--- src/rtl/uart_rx_oversampled.sv ---
// 8N1 UART receiver on a shared oversample tick; samples each bit at its centre.
// Optional parity checking is compiled in with `define UART_RX_PARITY_EN.
module uart_rx_oversampled #(
  parameter int DATA_BITS  = 8,
  parameter int OVERSAMPLE = 16
`ifdef UART_RX_PARITY_EN
  ,
  parameter bit PARITY_ODD = 1'b0
`endif
) (
  input  logic                 clk,
  input  logic                 rst,
  input  logic                 tick,
  input  logic                 rx,
  output logic [DATA_BITS-1:0] data,
  output logic                 valid,
  output logic                 frame_err,
`ifdef UART_RX_PARITY_EN
  output logic                 parity_err,
`endif
  output logic                 busy
);

  localparam int CW = $clog2(OVERSAMPLE);
  localparam int IW = $clog2(DATA_BITS);
  localparam logic [CW-1:0] C_HALF     = CW'(OVERSAMPLE / 2 - 1);
  localparam logic [CW-1:0] C_FULL     = CW'(OVERSAMPLE - 1);
  localparam logic [IW-1:0] C_LAST_BIT = IW'(DATA_BITS - 1);

  typedef enum logic [2:0] {
    S_IDLE,
    S_START,
    S_DATA,
`ifdef UART_RX_PARITY_EN
    S_PARITY,
`endif
    S_STOP,
    S_WAIT_IDLE
  } state_t;

  state_t               r_state;
  logic                 r_rx_meta;
  logic                 r_rx_s;
  logic [CW-1:0]        r_cnt;
  logic [IW-1:0]        r_idx;
  logic [DATA_BITS-1:0] r_shift;
  logic [DATA_BITS-1:0] r_data;
  logic                 r_valid;
  logic                 r_frame_err;
  logic                 r_busy;

`ifdef UART_RX_PARITY_EN
  logic r_par_bit;
  logic r_parity_err;
  logic w_par_exp;

  assign w_par_exp  = (^r_shift) ^ PARITY_ODD;
  assign parity_err = r_parity_err;
`endif

  assign data      = r_data;
  assign valid     = r_valid;
  assign frame_err = r_frame_err;
  assign busy      = r_busy;

  // Idle-high synchroniser so reset never looks like a start edge.
  always_ff @(posedge clk) begin
    if (rst) begin
      r_rx_meta <= 1'b1;
      r_rx_s    <= 1'b1;
    end else begin
      r_rx_meta <= rx;
      r_rx_s    <= r_rx_meta;
    end
  end

  always_ff @(posedge clk) begin
    if (rst) begin
      r_state      <= S_IDLE;
      r_cnt        <= '0;
      r_idx        <= '0;
      r_shift      <= '0;
      r_data       <= '0;
      r_valid      <= 1'b0;
      r_frame_err  <= 1'b0;
      r_busy       <= 1'b0;
`ifdef UART_RX_PARITY_EN
      r_par_bit    <= 1'b0;
      r_parity_err <= 1'b0;
`endif
    end else begin
      r_valid      <= 1'b0;
      r_frame_err  <= 1'b0;
`ifdef UART_RX_PARITY_EN
      r_parity_err <= 1'b0;
`endif
      if (tick) begin
        case (r_state)
          S_IDLE: begin
            if (!r_rx_s) begin
              r_state <= S_START;
              r_cnt   <= '0;
              r_busy  <= 1'b1;
            end
          end

          S_START: begin
            if (r_cnt == C_HALF) begin
              r_cnt <= '0;
              if (!r_rx_s) begin
                r_state <= S_DATA;
                r_idx   <= '0;
              end else begin
                r_state <= S_IDLE;
                r_busy  <= 1'b0;
              end
            end else begin
              r_cnt <= r_cnt + 1'b1;
            end
          end

          S_DATA: begin
            if (r_cnt == C_FULL) begin
              r_cnt   <= '0;
              r_shift <= {r_rx_s, r_shift[DATA_BITS-1:1]};
              if (r_idx == C_LAST_BIT) begin
                r_idx <= '0;
`ifdef UART_RX_PARITY_EN
                r_state <= S_PARITY;
`else
                r_state <= S_STOP;
`endif
              end else begin
                r_idx <= r_idx + 1'b1;
              end
            end else begin
              r_cnt <= r_cnt + 1'b1;
            end
          end

`ifdef UART_RX_PARITY_EN
          S_PARITY: begin
            if (r_cnt == C_FULL) begin
              r_cnt     <= '0;
              r_par_bit <= r_rx_s;
              r_state   <= S_STOP;
            end else begin
              r_cnt <= r_cnt + 1'b1;
            end
          end
`endif

          S_STOP: begin
            if (r_cnt == C_FULL) begin
              r_cnt <= '0;
              if (r_rx_s) begin
                // Leaving mid stop bit leaves half a bit to catch the next start edge.
                r_state <= S_IDLE;
                r_busy  <= 1'b0;
`ifdef UART_RX_PARITY_EN
                if (r_par_bit != w_par_exp) begin
                  r_parity_err <= 1'b1;
                end else begin
                  r_data  <= r_shift;
                  r_valid <= 1'b1;
                end
`else
                r_data  <= r_shift;
                r_valid <= 1'b1;
`endif
              end else begin
                r_frame_err <= 1'b1;
                r_state     <= S_WAIT_IDLE;
              end
            end else begin
              r_cnt <= r_cnt + 1'b1;
            end
          end

          S_WAIT_IDLE: begin
            if (r_rx_s) begin
              r_state <= S_IDLE;
              r_busy  <= 1'b0;
            end
          end

          default: begin
            r_state <= S_IDLE;
            r_cnt   <= '0;
            r_busy  <= 1'b0;
          end
        endcase
      end
    end
  end

endmodule

--- config.mk ---
export PLATFORM = sky130hd
export DESIGN_NAME = uart_rx_oversampled
export DESIGN_NICKNAME = d
export VERILOG_FILES = /design/src/rtl/uart_rx_oversampled.sv
export SDC_FILE = /design/constraint.sdc
export NUM_CORES = 1
export LEC_CHECK = 0
export CAP_MARGIN = 15
export CORE_ASPECT_RATIO = 1.1
export CORE_MARGIN = 10
export CORE_UTILIZATION = 50
export CTS_CLUSTER_SIZE = 20
export DETAILED_ROUTE_END_ITERATION = 7
export PLACE_DENSITY = 0.76
export SLEW_MARGIN = 20
export SYNTH_ARGS = -nofsm -noshare
export SYNTH_HDL_FRONTEND = slang
export SYNTH_SLANG_ARGS = --single-unit
--- constraint.sdc ---
create_clock -name clk -period 4.3 [get_ports clk]
set_input_delay 0.645 -clock clk [delete_from_list [all_inputs] [get_ports clk]]
set_output_delay 0.645 -clock clk [all_outputs]
set_load 0.005 [all_outputs]
## Word-level counts from Yosys, hierarchy flattened

Cells that the tools add are included.
W data, S select, Z words.

- Add/subtract/negate cells: 2
- Eq/ne operators: 14
- Muxes and demuxes: 25
- Bitwise operators: 5
- Reductions and logical operators: 10

Operators with widths:

| kind | count |
|---|---|
| $mux W3 | 11 |
| $pmux W4 S4 | 1 |
| $pmux W3 S5 | 1 |
| $ne A2 B2 Y1 const B | 7 |
| $mux W4 | 3 |
| $reduce_and A5 Y1 | 2 |
| $reduce_and A7 Y1 | 1 |
| $eq A3 B2 Y1 const B | 2 |
| $eq A3 B3 Y1 const B | 2 |
| $mux W1 | 6 |
| $pmux W3 S2 | 1 |
| $reduce_and A3 Y1 | 2 |
| $not A1 Y1 | 5 |
| $pmux W1 S5 | 1 |
| $add A4 B1 Y4 const B | 1 |
| $eq A4 B3 Y1 const B | 1 |
| $eq A4 B4 Y1 const B | 1 |
| $reduce_and A4 Y1 | 1 |
| $reduce_or A4 Y1 | 1 |
| $add A3 B1 Y3 const B | 1 |
| $eq A3 B1 Y1 const B | 1 |
| $logic_not A3 Y1 | 1 |
| $mux W2 | 1 |
| $reduce_bool A2 Y1 | 1 |
| $reduce_or A2 Y1 | 1 |

- Register bits after elaboration: 31
- Input bits: 4
- Output and inout port bits: 11
- Word-level logic and storage cells: 66

## Depth between registers and ports, before layout

- Depth in word-level cells: 4
- Gate-level depth with buffers: 7
- Mapped depth without buffers: 5

## Worst setup path after synthesis

OpenSTA, ideal clock, no wires.

- Path kind: input -> register
- Start point: input port tick
- End point: register r_data[0], in the netlist data[0]
- Setup time: 0.128 ns
- Data arrival time: 1.546 ns
- Required time: 4.172 ns
- Path slack: 2.627 ns
- Stages: 5
- Path buffers: 1
- Path through: inv_1 or4_4 buf_6 mux2i_1 nor2_1

- Cells in the longest elaborated chain, start to end: 1

Ends and longest elaborated chain:

| what | RTL line | text |
|---|---|---|
| start, declared | 13 | `input logic tick,` |
| $reduce_and A4 Y1 (no line) | - |  |
| end signal, assigned | 168 | `r_data <= r_shift;` |
| end, declared | 47 | `logic [DATA_BITS-1:0] r_data;` |

No other way between the ends.
A chain may end at the register's enable or synchronous reset.

## Worst setup path in the final report

- Start point: input port tick
- End point: register r_data[5], in the netlist data[5]

Same word-level chain as after synthesis.

==> flow_summary_export.csv <==
group,metric,value,unit
yosys,synth_edf_count,0,
route,num_vias,1068,
finish,final_cells,194,
setup_path,crit_fanout,8,
finish,area_growth,13.24,%
pwr,p_leak,0.0006125,uW
route,wl,2698,um
yosys,synth_cell_types,41,
worst_hold_path,hold-path-endpoint,"r_rx_s",
placement,gp_congestion,0.7426,
yosys,synthXorXnorAreaFrac,0.006222,
finish,n_antenna_cell,0,
floorplanning,die_w,70.59,um
cts,cts_tree,"yes",
floorplanning,floorplan.die_area,0.005340,mm2
global_routing,antenna_found_initial,0,
placement,dp_hpwl,1859,um
timing,setup_violations,0,
run_status,status,"completed",
cts,numCtsBuffers,5,
setup_path,critPathCaptureType,"register",
pwr,ir_worst_vdd,0.0002994,V
floorplanning,dieHeight,75.65,um
job,drv_cap,0,
floorplanning,boundaryPins,15,
cts,clkSinkCount,31,
worst_hold_path,min_path_cells,1,
placement,place_inst,186,
yosys,synth_adder_area_share,0.02667,
timing,drv_slew,0,
yosys,yosys.area.top_type,"dfxtp_1",
pwr,powerDensity,319.7,mW/mm2
pwr,power.total,509.6,uW
yosys,synth_area,0.001408,mm2
timing,skew,7.532,ps
route,avgRoutedWirePerCell,13.91,um
yosys,yosys-top-cells-area,"dfxtp_1 44%, mux2i_1 14%, nor2_1 6.1%",
yosys,synthSimpleGateAreaFrac,0.2267,
yosys,synth-seq-area-share,0.4409,
route,via_per_inst,5.505,
yosys,synth.most_common_cell,"dfxtp_1",
global_routing,grt_pass1_vias,1112,
setup_path,r2r_setup_slack,2400,ps
timing,fin_setup_tns,0,ps
timing,min_period_over_period,0.4914,
route,ant_nets,0,
cts,clkTransAtPathRegs,90,ps
yosys,synth_nets,156,
yosys,synth_common_cells,"31 x dfxtp_1, 23 x nor2_1, 19 x mux2i_1, 7 x a21oi_1, 6 x nand2b_1",
route,first_pass_iters,4,
yosys,synth_compound_area_frac,0.1111,
finish,nets,167,
cts,clock_latency,330,ps
finish,drive_gt1_frac,0.08075,
global_routing,track_usage,0.1173,
setup_path,rr_startpoint,"r_state[1]",
setup_path,worstSetupPathType,"primary input to register",
setup_path,reg2reg_to,"data[5]",
placement,io_buffers,14,
cts,root_buffer,"clkbuf_4",
yosys,synth_top_flop_cell,"dfxtp_1",
timing,rsz0062_at_grt,"false",
yosys,synth_top_family_by_area,"simple AND/OR/NAND/NOR gates",
setup_path,reg2regPathDepth,4,
timing,hold_violations,0,
setup_path,critPathRequiredTime,4480,ps
floorplanning,design.core.area,0.002728,mm2
cts,cts_buffer_depth,2,
floorplanning,start_util,0.5161,
floorplanning,rows,20,
placement,post_dp_cell_area,0.001525,mm2
finish,design_area,0.001594,mm2
setup_path,start_kind,"primary input",
timing,tightestPinTransition,1046,ps
setup_path,crit_arrival,2290,ps
worst_hold_path,hp-start,"r_rx_meta",
route,drt_iter0_markers,83,
yosys,synth_mux_area_frac,0.1351,
global_routing,grt_max_degree,35,
yosys,synth_cells,149,
timing,slew-limit-headroom,0.3004,
cts,cts-hold-fix-buffers,0,
global_routing,grt_first_pass_wirelength,4981,um
yosys,synth-seq-cells,31,
yosys,yosysWarnings,0,
worst_hold_path,hold_path_class,"register to register",
timing,finalWorstSetupSlack,2187,ps
route,drcViolationCount,0,
cts,htreeDepth,2,
yosys,netlist.area_leader.share,0.4409,
placement,dp_worst_setup_slack,1825,ps
yosys,syn_area_per_cell,9.447,um2
global_routing,grt-ovfl-total,0,
cts,post_cts_resize_count,0,
cts,postCtsSetupBuffers,0,
timing,fmax,473.3,MHz
yosys,synth_async_sr_flop_share,0,
timing,fin_crit,2113,ps
-- worst max path at each step --
stage	startpoint	end	slack, ps	cells past startpoint
after floorplan	tick	data[0]	2630	5
after global placement	tick	data[2]	1870	5
after detailed placement	rst	r_idx[1]	1830	4
after CTS	rst	r_idx[1]	2180	4
after global routing	rst	r_idx[2]	1950	4
final	tick	data[5]	2190	5
-- power by group --
part	internal (uW)	switching [uW]
combinational	10.7	15.8
sequential	289	2.91
clock	96.1	94.9
total	396	114
-- metal layers --
layer | up-vias | track usage | share of wire
li1 | 545 | - | -
met3 | 7 | 0.04688 | 0.058
met1 | 492 | 0.1167 | 0.41
met5 | - | 0 | 0
met4 | 0 | 0.06452 | 0.024
met2 | 24 | 0.2086 | 0.51
-- cells in the final DEF, fill, tap and decap left out, types with 3 or more instances in the layout --
cell type,netlist,layout
a21oi_1,7,7
clkbuf_4,0,5
clkdlybuf4s50_1,0,14
dfxtp_1,31,31
ha_1,3,3
inv_1,3,3
mux2i_1,19,19
nand2_1,5,5
nand2b_1,6,6
nand3_1,3,3
nor2_1,23,23
or2_2,3,3
-- cell type report --
cell class                      instances  area [um2]
Fill cell                             247        1134
Inverter                                3       11.26
Sequential cell                        31       620.6
Multi-Input combinational cell        105       711.9
Clock buffer                            8       68.82
Tap cell                               33       41.29
Timing Repair Buffer                   14       140.1
-- flip-flops by register name (all words and copies together) (netlist names) --
name,count
busy,1
data,8
frame_err,1
r_cnt,4
r_idx,3
r_rx_meta,1
r_rx_s,1
r_shift,8
r_state,3
valid,1
-- worst max-delay path, stage by stage --
cell and delay, ps:
clkdlybuf4s50_1 600, inv_1 160, or4_4 640, mux2i_1 180, nor2_1 60
-- through the flow --
| step | utilization | hold WS [ps] |
|---|---|---|
| floorplan | - | 389.5 |
| global placement | 0.5592 | 400.2 |
| detailed placement | 0.5592 | 399.1 |
| CTS | 0.5844 | 419.8 |
| global route | 0.5844 | 448.4 |
| finish | 0.5844 | 416.4 |
-- cell families (layout without fill, tap and decap cells) --
| logic type | Yosys count | in the layout |
|---|---|---|
| buf+inv | 13 | 25 |
| mux | 19 | 19 |
| compound gates | 23 | 23 |
| simple gates | 59 | 59 |
| fa+ha+maj | 3 | 3 |
| xor+xnor | 1 | 1 |
| flops | 31 | 31 |
No activity file was read; power rests on OpenSTA's default activity.
